File: src/rtl/i2c_xfer_ctrl.sv
// Register-level I2C command sequencer driving i2c_master_top over Wishbone.
// Optional SR-poll timeout enabled by defining I2C_XFER_TIMEOUT_EN.
module i2c_xfer_ctrl #(
  parameter logic [15:0] PRESCALE  = 16'd4,
  parameter logic [15:0] TO_CYCLES = 16'd4096
) (
  input  logic       wb_clk_i,
  input  logic       arst_i,
  input  logic       cmd_valid,
  output logic       cmd_ready,
  input  logic       cmd_rw,
  input  logic [6:0] cmd_addr,
  input  logic [7:0] cmd_reg,
  input  logic [7:0] cmd_wdata,
  output logic       rsp_valid,
  output logic [7:0] rsp_rdata,
  output logic [1:0] rsp_err,
  output logic       busy_o,
  output logic [2:0] m_wb_adr_o,
  output logic [7:0] m_wb_dat_o,
  input  logic [7:0] m_wb_dat_i,
  output logic       m_wb_we_o,
  output logic       m_wb_stb_o,
  output logic       m_wb_cyc_o,
  input  logic       m_wb_ack_i
);

  typedef enum logic [3:0] {
    INIT_PRL, INIT_PRH, INIT_CTR, IDLE,
    WR_TXR, WR_CR, POLL, CHK, RD_CMD,
    RD_RXR, STOP_CR, STOP_POLL, RESP
  } state_t;

  state_t     state, nxt;
  logic       cyc;
  logic       done;
  logic       to_hit;
  logic       rw_q;
  logic [6:0] addr_q;
  logic [7:0] reg_q, wdata_q, sr_q;
  logic [1:0] step, step_nxt;
  logic [1:0] err, err_nxt;
  logic [7:0] txb, crb;
  logic       go, go_we;
  logic [2:0] go_adr;
  logic [7:0] go_dat;

  assign done       = cyc & m_wb_ack_i;
  assign m_wb_cyc_o = cyc;
  assign m_wb_stb_o = cyc;
  assign cmd_ready  = (state == IDLE);
  assign busy_o     = (state != IDLE);
  assign rsp_valid  = (state == RESP);
  assign rsp_err    = err;

`ifdef I2C_XFER_TIMEOUT_EN
  logic [15:0] to_cnt;
  logic        polling, entering;

  assign polling  = (state == POLL) || (state == STOP_POLL);
  assign entering = ((nxt == POLL) || (nxt == STOP_POLL)) && (nxt != state);
  assign to_hit   = (to_cnt >= TO_CYCLES);

  always_ff @(posedge wb_clk_i or posedge arst_i) begin
    if (arst_i)                  to_cnt <= '0;
    else if (entering)           to_cnt <= '0;
    else if (polling && !to_hit) to_cnt <= to_cnt + 16'd1;
  end
`else
  logic unused_to;
  assign unused_to = ^TO_CYCLES;
  assign to_hit    = 1'b0;
`endif

  // step selects which of the three address/register/data bytes is sent
  always_comb begin
    txb = 8'h00;
    crb = 8'h00;
    unique case (step)
      2'd0: begin txb = {addr_q, 1'b0}; crb = 8'h90; end
      2'd1: begin txb = reg_q;          crb = 8'h10; end
      default: begin
        txb = rw_q ? {addr_q, 1'b1} : wdata_q;
        crb = rw_q ? 8'h90 : 8'h50;
      end
    endcase
  end

  always_comb begin
    go     = 1'b1;
    go_we  = 1'b1;
    go_adr = 3'd0;
    go_dat = 8'h00;
    unique case (state)
      INIT_PRL: go_dat = PRESCALE[7:0];
      INIT_PRH: begin go_adr = 3'd1; go_dat = PRESCALE[15:8]; end
      INIT_CTR: begin go_adr = 3'd2; go_dat = 8'h80; end
      WR_TXR:   begin go_adr = 3'd3; go_dat = txb; end
      WR_CR:    begin go_adr = 3'd4; go_dat = crb; end
      RD_CMD:   begin go_adr = 3'd4; go_dat = 8'h68; end
      STOP_CR:  begin go_adr = 3'd4; go_dat = 8'h40; end
      RD_RXR:   begin go_adr = 3'd3; go_we = 1'b0; end
      POLL, STOP_POLL: begin
        go_adr = 3'd4;
        go_we  = 1'b0;
        go     = !to_hit;
      end
      default:  go = 1'b0;
    endcase
  end

  always_comb begin
    nxt      = state;
    step_nxt = step;
    err_nxt  = err;
    unique case (state)
      INIT_PRL: if (done) nxt = INIT_PRH;
      INIT_PRH: if (done) nxt = INIT_CTR;
      INIT_CTR: if (done) nxt = IDLE;
      IDLE: if (cmd_valid) begin
        nxt      = WR_TXR;
        step_nxt = 2'd0;
        err_nxt  = 2'b00;
      end
      WR_TXR: if (done) nxt = WR_CR;
      WR_CR:  if (done) nxt = POLL;
      POLL: begin
        if (done) begin
          if (!m_wb_dat_i[1]) nxt = CHK;
        end else if (!cyc && to_hit) begin
          nxt     = STOP_CR;
          err_nxt = 2'b11;
        end
      end
      // step 3 marks the final read byte, whose NACK is expected
      CHK: begin
        if (step == 2'd3) nxt = RD_RXR;
        else if (sr_q[5]) begin
          nxt     = RESP;
          err_nxt = 2'b10;
        end else if (sr_q[7]) begin
          nxt     = STOP_CR;
          err_nxt = 2'b01;
        end else if (step == 2'd2) begin
          nxt = rw_q ? RD_CMD : RESP;
        end else begin
          nxt      = WR_TXR;
          step_nxt = step + 2'd1;
        end
      end
      RD_CMD: if (done) begin
        nxt      = POLL;
        step_nxt = 2'd3;
      end
      RD_RXR:  if (done) nxt = RESP;
      STOP_CR: if (done) nxt = (err == 2'b11) ? RESP : STOP_POLL;
      STOP_POLL: begin
        if (done) begin
          if (!m_wb_dat_i[1]) nxt = RESP;
        end else if (!cyc && to_hit) begin
          nxt     = STOP_CR;
          err_nxt = 2'b11;
        end
      end
      RESP:    nxt = IDLE;
      default: nxt = INIT_PRL;
    endcase
  end

  always_ff @(posedge wb_clk_i or posedge arst_i) begin
    if (arst_i) begin
      state     <= INIT_PRL;
      step      <= 2'd0;
      err       <= 2'b00;
      rw_q      <= 1'b0;
      addr_q    <= '0;
      reg_q     <= '0;
      wdata_q   <= '0;
      sr_q      <= '0;
      rsp_rdata <= 8'h00;
    end else begin
      state <= nxt;
      step  <= step_nxt;
      err   <= err_nxt;
      if (state == IDLE && cmd_valid) begin
        rw_q    <= cmd_rw;
        addr_q  <= cmd_addr;
        reg_q   <= cmd_reg;
        wdata_q <= cmd_wdata;
      end
      if (state == POLL && done) sr_q <= m_wb_dat_i;
      if (nxt == RESP && state != RESP)
        rsp_rdata <= (state == RD_RXR) ? m_wb_dat_i : 8'h00;
    end
  end

  // one idle cycle always follows an ack because cyc drops before restart
  always_ff @(posedge wb_clk_i or posedge arst_i) begin
    if (arst_i) begin
      cyc        <= 1'b0;
      m_wb_adr_o <= 3'd0;
      m_wb_dat_o <= 8'h00;
      m_wb_we_o  <= 1'b0;
    end else if (done) begin
      cyc <= 1'b0;
    end else if (!cyc && go) begin
      cyc        <= 1'b1;
      m_wb_adr_o <= go_adr;
      m_wb_dat_o <= go_dat;
      m_wb_we_o  <= go_we;
    end
  end

endmodule

File: config.mk
export PLATFORM = sky130hd
export DESIGN_NAME = i2c_xfer_ctrl
export DESIGN_NICKNAME = d
export VERILOG_FILES = /design/src/rtl/i2c_xfer_ctrl.sv
export SDC_FILE = /design/constraint.sdc
export NUM_CORES = 1
export LEC_CHECK = 0
export ABC_AREA = 1
export CORE_ASPECT_RATIO = 0.75
export CORE_MARGIN = 3
export CORE_UTILIZATION = 46
export DETAILED_ROUTE_END_ITERATION = 10
export PLACE_DENSITY = 0.85
export RECOVER_POWER = 25
export SLEW_MARGIN = 20
export SYNTH_ARGS = -nofsm -noshare
export SYNTH_HDL_FRONTEND = slang
export SYNTH_SLANG_ARGS = --single-unit
File: constraint.sdc
create_clock -name wb_clk_i -period 1.8 [get_ports wb_clk_i]
set_input_delay 0.36 -clock wb_clk_i [delete_from_list [all_inputs] [get_ports wb_clk_i]]
set_output_delay 0.36 -clock wb_clk_i [all_outputs]
set_load 0.05 [all_outputs]
* Word level (Yosys, flattened, before mapping) *
Index checks and enable logic that the tools add are counted.
Widths: inputs -> output; s select.

storage, ports and cells
  register bits after elaboration = 61
  input port bits = 36
  output and inout port bits = 27
  word-level logic and storage cells = 101

cells by class
  add/subtract/negate cells = 1
  equal/unequal tests = 26
  multiplexer cells = 41
  bitwise logic cells = 2
  reduce and logical (&&, ||, !) cells = 18

operators with widths
  operator            number
  $mux 4              16
  $pmux 4 s12         1
  $pmux 8 s6          1
  $pmux 8 s2          2
  $eq 4x4->1 const B  6
  $mux 8              3
  $mux 2              9
  $eq 4x3->1 const B  4
  $ne 2x2->1 const B  6
  $pmux 3 s4          1
  $reduce_or 10->1    1
  $eq 4x2->1 const B  2
  $reduce_and 7->1    1
  $eq 2x2->1 const B  3
  $mux 3              2
  $pmux 2 s3          1
  $reduce_or 5->1     1
  $eq 4x1->1 const B  1
  $logic_and 1x1->1   4
  $logic_not 4->1     1
  $mux 1              4
  $ne 4x2->1 const B  1
  $ne 4x4->1 const B  1
  $pmux 2 s2          1
  other kinds (13)    15

* Longest topological paths before layout *
Gate-level depths: netlist (run 1).

  depth in word-level cells = 8
  gate-level depth with buffers = 11
  depth with buffers taken out = 10

* Worst setup path before layout (run 1) *
Ideal clock, no wire load.

  path kind = reg-to-output
  start = register state[3]
  end = output busy_o
  data arrival time = 1557 ps
  required time = 1440 ps
  setup slack = -117 ps
  stages on the path, launching flop included = 5
  buffers on the path = 0
  path through = dfrtp_1 > nor2_1 > inv_1 > nor2_2 > inv_1

on the way
  longest elaborated chain between the ends = 1

RTL lines
  what                    line  source
  from (decl)             34    state_t state, nxt;
  from (signal assigned)  182   state <= nxt;
  $ne 4x2->1              52    assign busy_o = (state != IDLE);
  to (decl)               18    output logic busy_o,

Every way passes these cells.

* Worst setup path in the final report (run 1) *
  start = register state[2]
  end = output busy_o

Same word-level chain as after synthesis.

==> results of run 1 <==
==> worst max-delay path: cells and delay by family (launching register included) <==
family / cells / cell delay (ns)
simple gates: 2 / 0.33
buf+inv: 3 / 0.31
flops: 1 / 0.45
==> report_power, final <==
| group | leakage, nW | internal, W | total [W] | switching (W) |
|---|---|---|---|---|
| clock network | 0.0483 | 0.000275 | 0.000691 | 0.000415 |
| logic | 1.25 | 0.00149 | 0.00428 | 0.00279 |
| registers | 0.685 | 0.00181 | 0.00222 | 0.000409 |
==> state kept, by name, indices dropped and copies added, names as in the netlist, 3 cells and up <==
register    cells
rsp_rdata       8
wdata_q         8
addr_q          7
m_wb_dat_o      8
m_wb_adr_o      3
state           4
reg_q           8
==> repair_timing <==
item | CTS | global route
setup buffers | 1 | 6
gates resized for setup | 4 | 11
pin swaps | 0 | 2
endpoints found under the setup margin | 3 | 21
==> worst max-delay path by stage <==
stage	start	endpoint	slack, ns	cells past startpoint
finish	state[2]	busy_o	0.03	5
global route	step[0]	m_wb_dat_o[2]	-0.04	7
CTS	state[2]	busy_o	-0.02	5
detailed placement	m_wb_ack_i	rsp_rdata[0]	-0.007	10
global placement	m_wb_ack_i	rsp_rdata[1]	0.1	10
floorplan	m_wb_cyc_o	rsp_rdata[0]	0.06	9
==> layout make-up <==
class | count | area, sq um | share of cell area
clock buffer | 5 | 68.8 | 0.0180
clock inverter | 3 | 18.8 | 0.00492
inverter | 53 | 199 | 0.0522
multi-input combinational | 262 | 1280 | 0.336
sequential | 55 | 1380 | 0.362
tap | 78 | 97.6 | 0.0256
timing repair buffer | 84 | 768 | 0.201
==> metal layers <==
layer,global-route usage,vias to the layer above,share of wire
met5,0,-,0
li1,-,1364,-
met2,0.344,118,0.47
met3,0.0366,13,0.073
met4,0.0452,0,0.010
met1,0.293,1295,0.45
==> metrics by stage <==
step	setup WS, ns	instances	utilization	setup TNS (ns)
after floorplan	0.0603	379	-	0
after CTS	-0.0156	534	0.634	-0.0156
after global routing	-0.0420	540	0.645	-0.0819
after detailed placement	-0.00719	525	0.617	-0.00719
after global placement	0.0980	525	0.617	0
final	0.0299	540	0.645	0
==> cell usage in the layout, fill, tap and decap left out, drive strengths merged, types with 3 or more instances in the layout <==
master and n:
dfrtp 55, clkbuf 6, clkinv 3, inv 53
nand2 133, a21oi 12, a31oi 3, o21ai 38
clkdlybuf4s50 34, o221ai 4, nand3 21, buf 48
nor2 34, ha 5
==> kinds of logic after synthesis <==
group                      after synthesis  synth area share
buffers and inverters                   62            0.0849
and+or+nand+nor                        192             0.279
AOI/OAI and AO/OA                       65             0.133
adders and majority gates                5            0.0219
DFF                                     55             0.481
==> run_results.csv, run 1 <==
group,metric,value,unit
status,status,"completed",
global_routing,via_count_of_the_first_global_routing_pass,2550,
setup_path,crit_path_max_incr_delay,0.45,ns
setup_path,path_max_fanout,4,
yosys,synth_top_flop_cell,"sky130_fd_sc_hd__dfrtp_1",
yosys,syn-instance-count,379,
floorplanning,chipHeight,74.3,microns
yosys,synthDominantAreaCellType,"sky130_fd_sc_hd__dfrtp_1",
clock_network,tritoncts,"built",
timing,timing.fmax,565,MHz
layout,layout.nets,502,
global_routing,grt_max_degree,56,
yosys,synth_top_cells_by_count,"sky130_fd_sc_hd__nand2_1 (130), sky130_fd_sc_hd__dfrtp_1 (55), sky130_fd_sc_hd__inv_1 (48)",
setup_path,timing.reg2reg.worst_path_depth,7,
yosys,synthMostInstantiatedCell,"sky130_fd_sc_hd__nand2_1",
yosys,ys_types,29,
global_routing,grt_first_pass_wirelength,12200,microns
yosys,synth-warning-count,0,
floorplanning,floorplan.initialDensity,0.483,
placed_design,placement.io_buffers,62,
setup_path,timing.critical_path.from_type,"flop",
route,final_routed_drc_violation_total,0,
route,route.vias.total,2790,
min_path,hold-path-endpoint,"rsp_rdata[1]",
setup_path,rr_endpoint,"m_wb_dat_o[2]",
route,drtIter0Drc,222,
placed_design,post_dp_cell_area,3650,sq um
timing,setup_violations,0,
yosys,synth_area_per_cell,7.54,sq um
layout,num-fill-cells,494,
placed_design,detailedPlacementHpwl,5490,microns
setup_path,cp.required,1.44,ns
min_path,worst_hold_path_type,"flop to flop",
layout,antenna_cells,0,
clock_network,post_cts_clock_slew_at_the_launch_and_capture_registers_of_the_worst_setup_and_hold_paths,0.10,ns
setup_path,setup.reg_to_reg.worst_slack,0.07,ns
yosys,ys_seq_elements,55,
timing,fin_worst_skew,0.00811,ns
global_routing,globalRouteOverflowTotal,0,
timing,fin_crit_sh,0.983,
yosys,synth_sequential_area_ratio,0.481,
timing,worst_pin_slew,0.728,ns
layout,final_layout_size_suffix_gt1_frac,0.184,
yosys,synth_nets,420,
setup_path,cp_data_arrival_time,1.41,ns
yosys,synth.top_cell.area_share,0.481,
clock_network,clk_path_buf_depth,2,
timing,hold_slack,0.483,ns
route,route.final.wire_length,7360,microns
min_path,timing.hold.worst.start,"rsp_rdata[1]",
setup_path,worstSetupPathType,"flop to output pin",
floorplanning,die_width,97.0,microns
floorplanning,placementRows,24,
yosys,number_of_enable_flip_flop_cells_after_synthesis,0,
clock_network,cts-hold-fix-buffers,0,
yosys,post_synth_instance_area,2860,sq um
timing,timing_hold_violations_final,0,
timing,setup_repair_after_global_routing_missed_its_margin,"true",
setup_path,slowest_cp_cell,"sky130_fd_sc_hd__dfrtp_2",
placed_design,gp_routability_congestion,0.897,
yosys,synth_top_cells_by_area,"sky130_fd_sc_hd__dfrtp_1 (48%), sky130_fd_sc_hd__nand2_1 (17%), sky130_fd_sc_hd__inv_1 (6.3%), sky130_fd_sc_hd__o21ai_0 (4.0%), sky130_fd_sc_hd__nor2_1 (3.9%)",
clock_network,tritoncts_buffer_count,5,
min_path,hold_depth,2,
timing,layout_min_cycle_time,1.77,ns
route,post_drt_wl_per_cell,13.6,microns
clock_network,cts-htree-levels,2,
layout,flow.area_growth_from_synthesis,33.4,%
route,avgViaCountPerCell,5.17,
route,drtPass1Iterations,6,
floorplanning,design.die.area,7210,sq um
floorplanning,num_io_pins,63,
timing,drv_slew,0,
setup_path,timing.critical_path.to_type,"output pin",
power_and_ir_drop,power.density,1890,nW/um^2
clock_network,root_buffer,"sky130_fd_sc_hd__clkbuf_8",
clock_network,insertion_delay,0.31,ns
layout,fin_area,3810,sq um
power_and_ir_drop,ir_worst_vdd,0.000679,V
clock_network,cts.sink_count,55,
timing,timing.slew.headroom,0.515,
yosys,synth_async_reset_ratio,1.00,
global_routing,gr-usage-all-layers,0.208,
route,drt.antenna.violating_nets,0,
power_and_ir_drop,cellLeakagePower,1.98,nW
power_and_ir_drop,p_total,0.00719,W
setup_path,timing.critical_path.cells,"nor2_2 -> inv_2 -> nor2_4 -> inv_1 -> buf_4",
floorplanning,area_inside_the_core_boundary,5920,sq um
setup_path,worst_r2r_startpoint,"step[0]",
run,maxcap_violations,0,
global_routing,grt_antenna_before_repair,0,
(Power assumes the default switching activity.)
==> run 2: changes to the inputs <==
PLACE_DENSITY = 0.74   (was 0.85)
==> run 2 against run 1 <==
  * Worst hold slack worse by 0.0032 ns
  * Clock-buffer cell count up 1
  * Critical path type unchanged
  * Clock power up 40%
  * Sequential share of layout area down 0.29 points
  * Wire length down 3.8%
  * Critical endpoint unchanged
==> run_results.csv, run 2 (synthesis gave the netlist of run 1 again) <==
group,metric,value,unit
clock_network,tritoncts,"built",
timing,fin_worst_skew,0.00651,ns
clock_network,tritoncts_buffer_count,5,
route,drtPass1Iterations,5,
floorplanning,area_inside_the_core_boundary,5920,sq um
power_and_ir_drop,sequentialPowerShare,0.297,
run,maxcap_violations,0,
power_and_ir_drop,pwr-share-clk,0.130,
power_and_ir_drop,cellLeakagePower,1.98,nW
layout,final_cell_mix,"sky130_fd_sc_hd__nand2_1 (129), sky130_fd_sc_hd__dfrtp_1 (52), sky130_fd_sc_hd__inv_1 (45), sky130_fd_sc_hd__buf_4 (42), sky130_fd_sc_hd__clkdlybuf4s50_1 (34)",
timing,layout_min_cycle_time,1.74,ns
setup_path,timing.reg2reg.worst_path_depth,11,
timing,drv_slew,0,
setup_path,timing.critical_path.cells,"nor2_4 -> inv_2 -> nor2_4 -> inv_1 -> buf_4",
floorplanning,num_io_pins,63,
setup_path,timing.critical_path.to_type,"output pin",
placed_design,gp_routability_congestion,0.921,
power_and_ir_drop,switching_share,0.480,
power_and_ir_drop,internal_power,0.00384,W
floorplanning,chipHeight,74.3,microns
route,avgViaCountPerCell,5.04,
clock_network,cts.sink_count,55,
layout,finalNonFillerCells,538,
floorplanning,die_width,97.0,microns
layout,layout.nets,500,
timing,worst_pin_slew,0.740,ns
setup_path,crit_path_max_incr_delay,0.45,ns
timing,timing.fmax,575,MHz
status,status,"completed",
power_and_ir_drop,ir_worst_vdd,0.000763,V
route,drtIter0Drc,213,
clock_network,insertion_delay,0.32,ns
timing,timing_hold_violations_final,0,
timing,fin_crit_sh,0.966,
global_routing,globalRouteOverflowTotal,0,
setup_path,most_frequent_cp_cell,"sky130_fd_sc_hd__nor2_4",
route,route.vias.total,2711,
timing,setup_repair_after_global_routing_missed_its_margin,"false",
global_routing,grt_antenna_before_repair,0,
min_path,hold_depth,2,
timing,setup_violations,0,
timing,setup_ws,0.0613,ns
setup_path,path_max_fanout,4,
layout,num-fill-cells,509,
route,drt.antenna.violating_nets,0,
layout,post-route-util,0.649,
power_and_ir_drop,share_of_total_power_in_combinational_logic,0.573,
min_path,worst_hold_path_type,"flop to flop",
clock_network,cts-hold-fix-buffers,0,
setup_path,worstSetupPathDepth,5,
layout,sequential_cell_area,1380,sq um
floorplanning,floorplan.initialDensity,0.483,
setup_path,critical-path-top-delay-family,"flip-flops",
clock_network,clk_path_buf_depth,2,
layout,antenna_cells,0,
global_routing,grt_first_pass_wirelength,11800,microns
global_routing,gr-usage-all-layers,0.205,
route,route.final.wire_length,7090,microns
global_routing,via_count_of_the_first_global_routing_pass,2458,
power_and_ir_drop,net_switching_component_of_the_power,0.00354,W
timing,timing.slew.headroom,0.507,
placed_design,detailedPlacementHpwl,5270,microns
clock_network,root_buffer,"sky130_fd_sc_hd__clkbuf_8",
placed_design,place_worst_setup_slack,0.00547,ns
floorplanning,placementRows,24,
floorplanning,design.die.area,7210,sq um
route,post_drt_wl_per_cell,13.2,microns
setup_path,cp_data_arrival_time,1.38,ns
placed_design,place.detailed.instances,524,
timing,tns,0,ns
layout,flow.area_growth_from_synthesis,34.4,%
power_and_ir_drop,power.density,1920,nW/um^2
global_routing,grt_max_degree,56,
setup_path,slowest_cp_cell,"sky130_fd_sc_hd__dfrtp_2",
clock_network,cts-htree-levels,2,
placed_design,placement.io_buffers,62,
layout,final_layout_size_suffix_gt1_frac,0.178,
layout,final_common_cell,"sky130_fd_sc_hd__nand2_1",
setup_path,path_buf_inv,3,
layout,multiInputGateArea,1280,sq um
route,final_routed_drc_violation_total,0,
clock_network,post_cts_clock_slew_at_the_launch_and_capture_registers_of_the_worst_setup_and_hold_paths,0.10,ns
setup_path,cp.required,1.44,ns
setup_path,worstSetupPathType,"flop to output pin",
setup_path,timing.critical_path.from_type,"flop",
[run 2: worst paths after layout]
path / from / end / slack, ns
min reg2reg: rsp_rdata[2] / rsp_rdata[2] / 0.48
min in group asynchronous: arst_i / m_wb_dat_o[3] / 0.69
min: rsp_rdata[2] / rsp_rdata[2] / 0.48
max: state[2] / busy_o / 0.06
max in group asynchronous: arst_i / step[1] / 0.56
max reg2reg: state[2] / rsp_rdata[5] / 0.10
[run 2: layout make-up]
cell class | count | area share
sequential | 55 | 0.359
multi-input combinational | 262 | 0.333
timing repair buffer | 82 | 0.196
inverter | 53 | 0.0518
tap | 78 | 0.0254
clock buffer | 6 | 0.0189
clock inverter | 2 | 0.0156
[run 2: routing by layer]
| layer | vias to the layer above | GRT usage | wire [microns] |
|---|---|---|---|
| met5 | - | 0 | 0 |
| met3 | 9 | 0.0412 | 402 |
| met4 | 0 | 0.0763 | 100 |
| li1 | 1367 | - | - |
| met1 | 1242 | 0.294 | 3530 |
| met2 | 93 | 0.310 | 3050 |
[run 2: metrics by stage]
stage | hold slack, ns | power (W) | instance area (sq um)
floorplan | 0.444 | 0.00489 | 2870
global placement | 0.460 | 0.00615 | 3640
detailed placement | 0.461 | 0.00623 | 3640
CTS | 0.407 | 0.00728 | 3810
global route | 0.508 | 0.00788 | 3840
finish | 0.479 | 0.00739 | 3840
[run 2: power groups by stage]
stage | Combinational (W) | Clock, W | Sequential [W]
2_1_floorplan | 0.00204 | 0 | 0.00286
3_3_place_gp | 0.00396 | 0 | 0.00219
3_5_place_dp | 0.00402 | 0 | 0.00221
4_1_cts | 0.00413 | 0.000980 | 0.00217
5_1_grt | 0.00460 | 0.00102 | 0.00225
6_report | 0.00423 | 0.000964 | 0.00219
[run 2: timing repair]
item	4_1_cts	5_1_grt
gates cloned	0	0
buffers inserted	4	2
pin swaps	1	1
setup endpoints to repair	3	18
gates resized for setup	5	9
[run 2: worst reg2reg max path, cell delays in order, from the launching register on]
cell and delay [ns]:
sky130_fd_sc_hd__dfrtp_2 0.45, sky130_fd_sc_hd__buf_4 0.16, sky130_fd_sc_hd__inv_2 0.12, sky130_fd_sc_hd__nor2_4 0.08, sky130_fd_sc_hd__buf_4 0.13, sky130_fd_sc_hd__nand2_1 0.07
sky130_fd_sc_hd__nand3_1 0.07, sky130_fd_sc_hd__nand2_1 0.09, sky130_fd_sc_hd__nand3_2 0.14, sky130_fd_sc_hd__buf_12 0.17, sky130_fd_sc_hd__nand3_1 0.06, sky130_fd_sc_hd__nand2_1 0.05
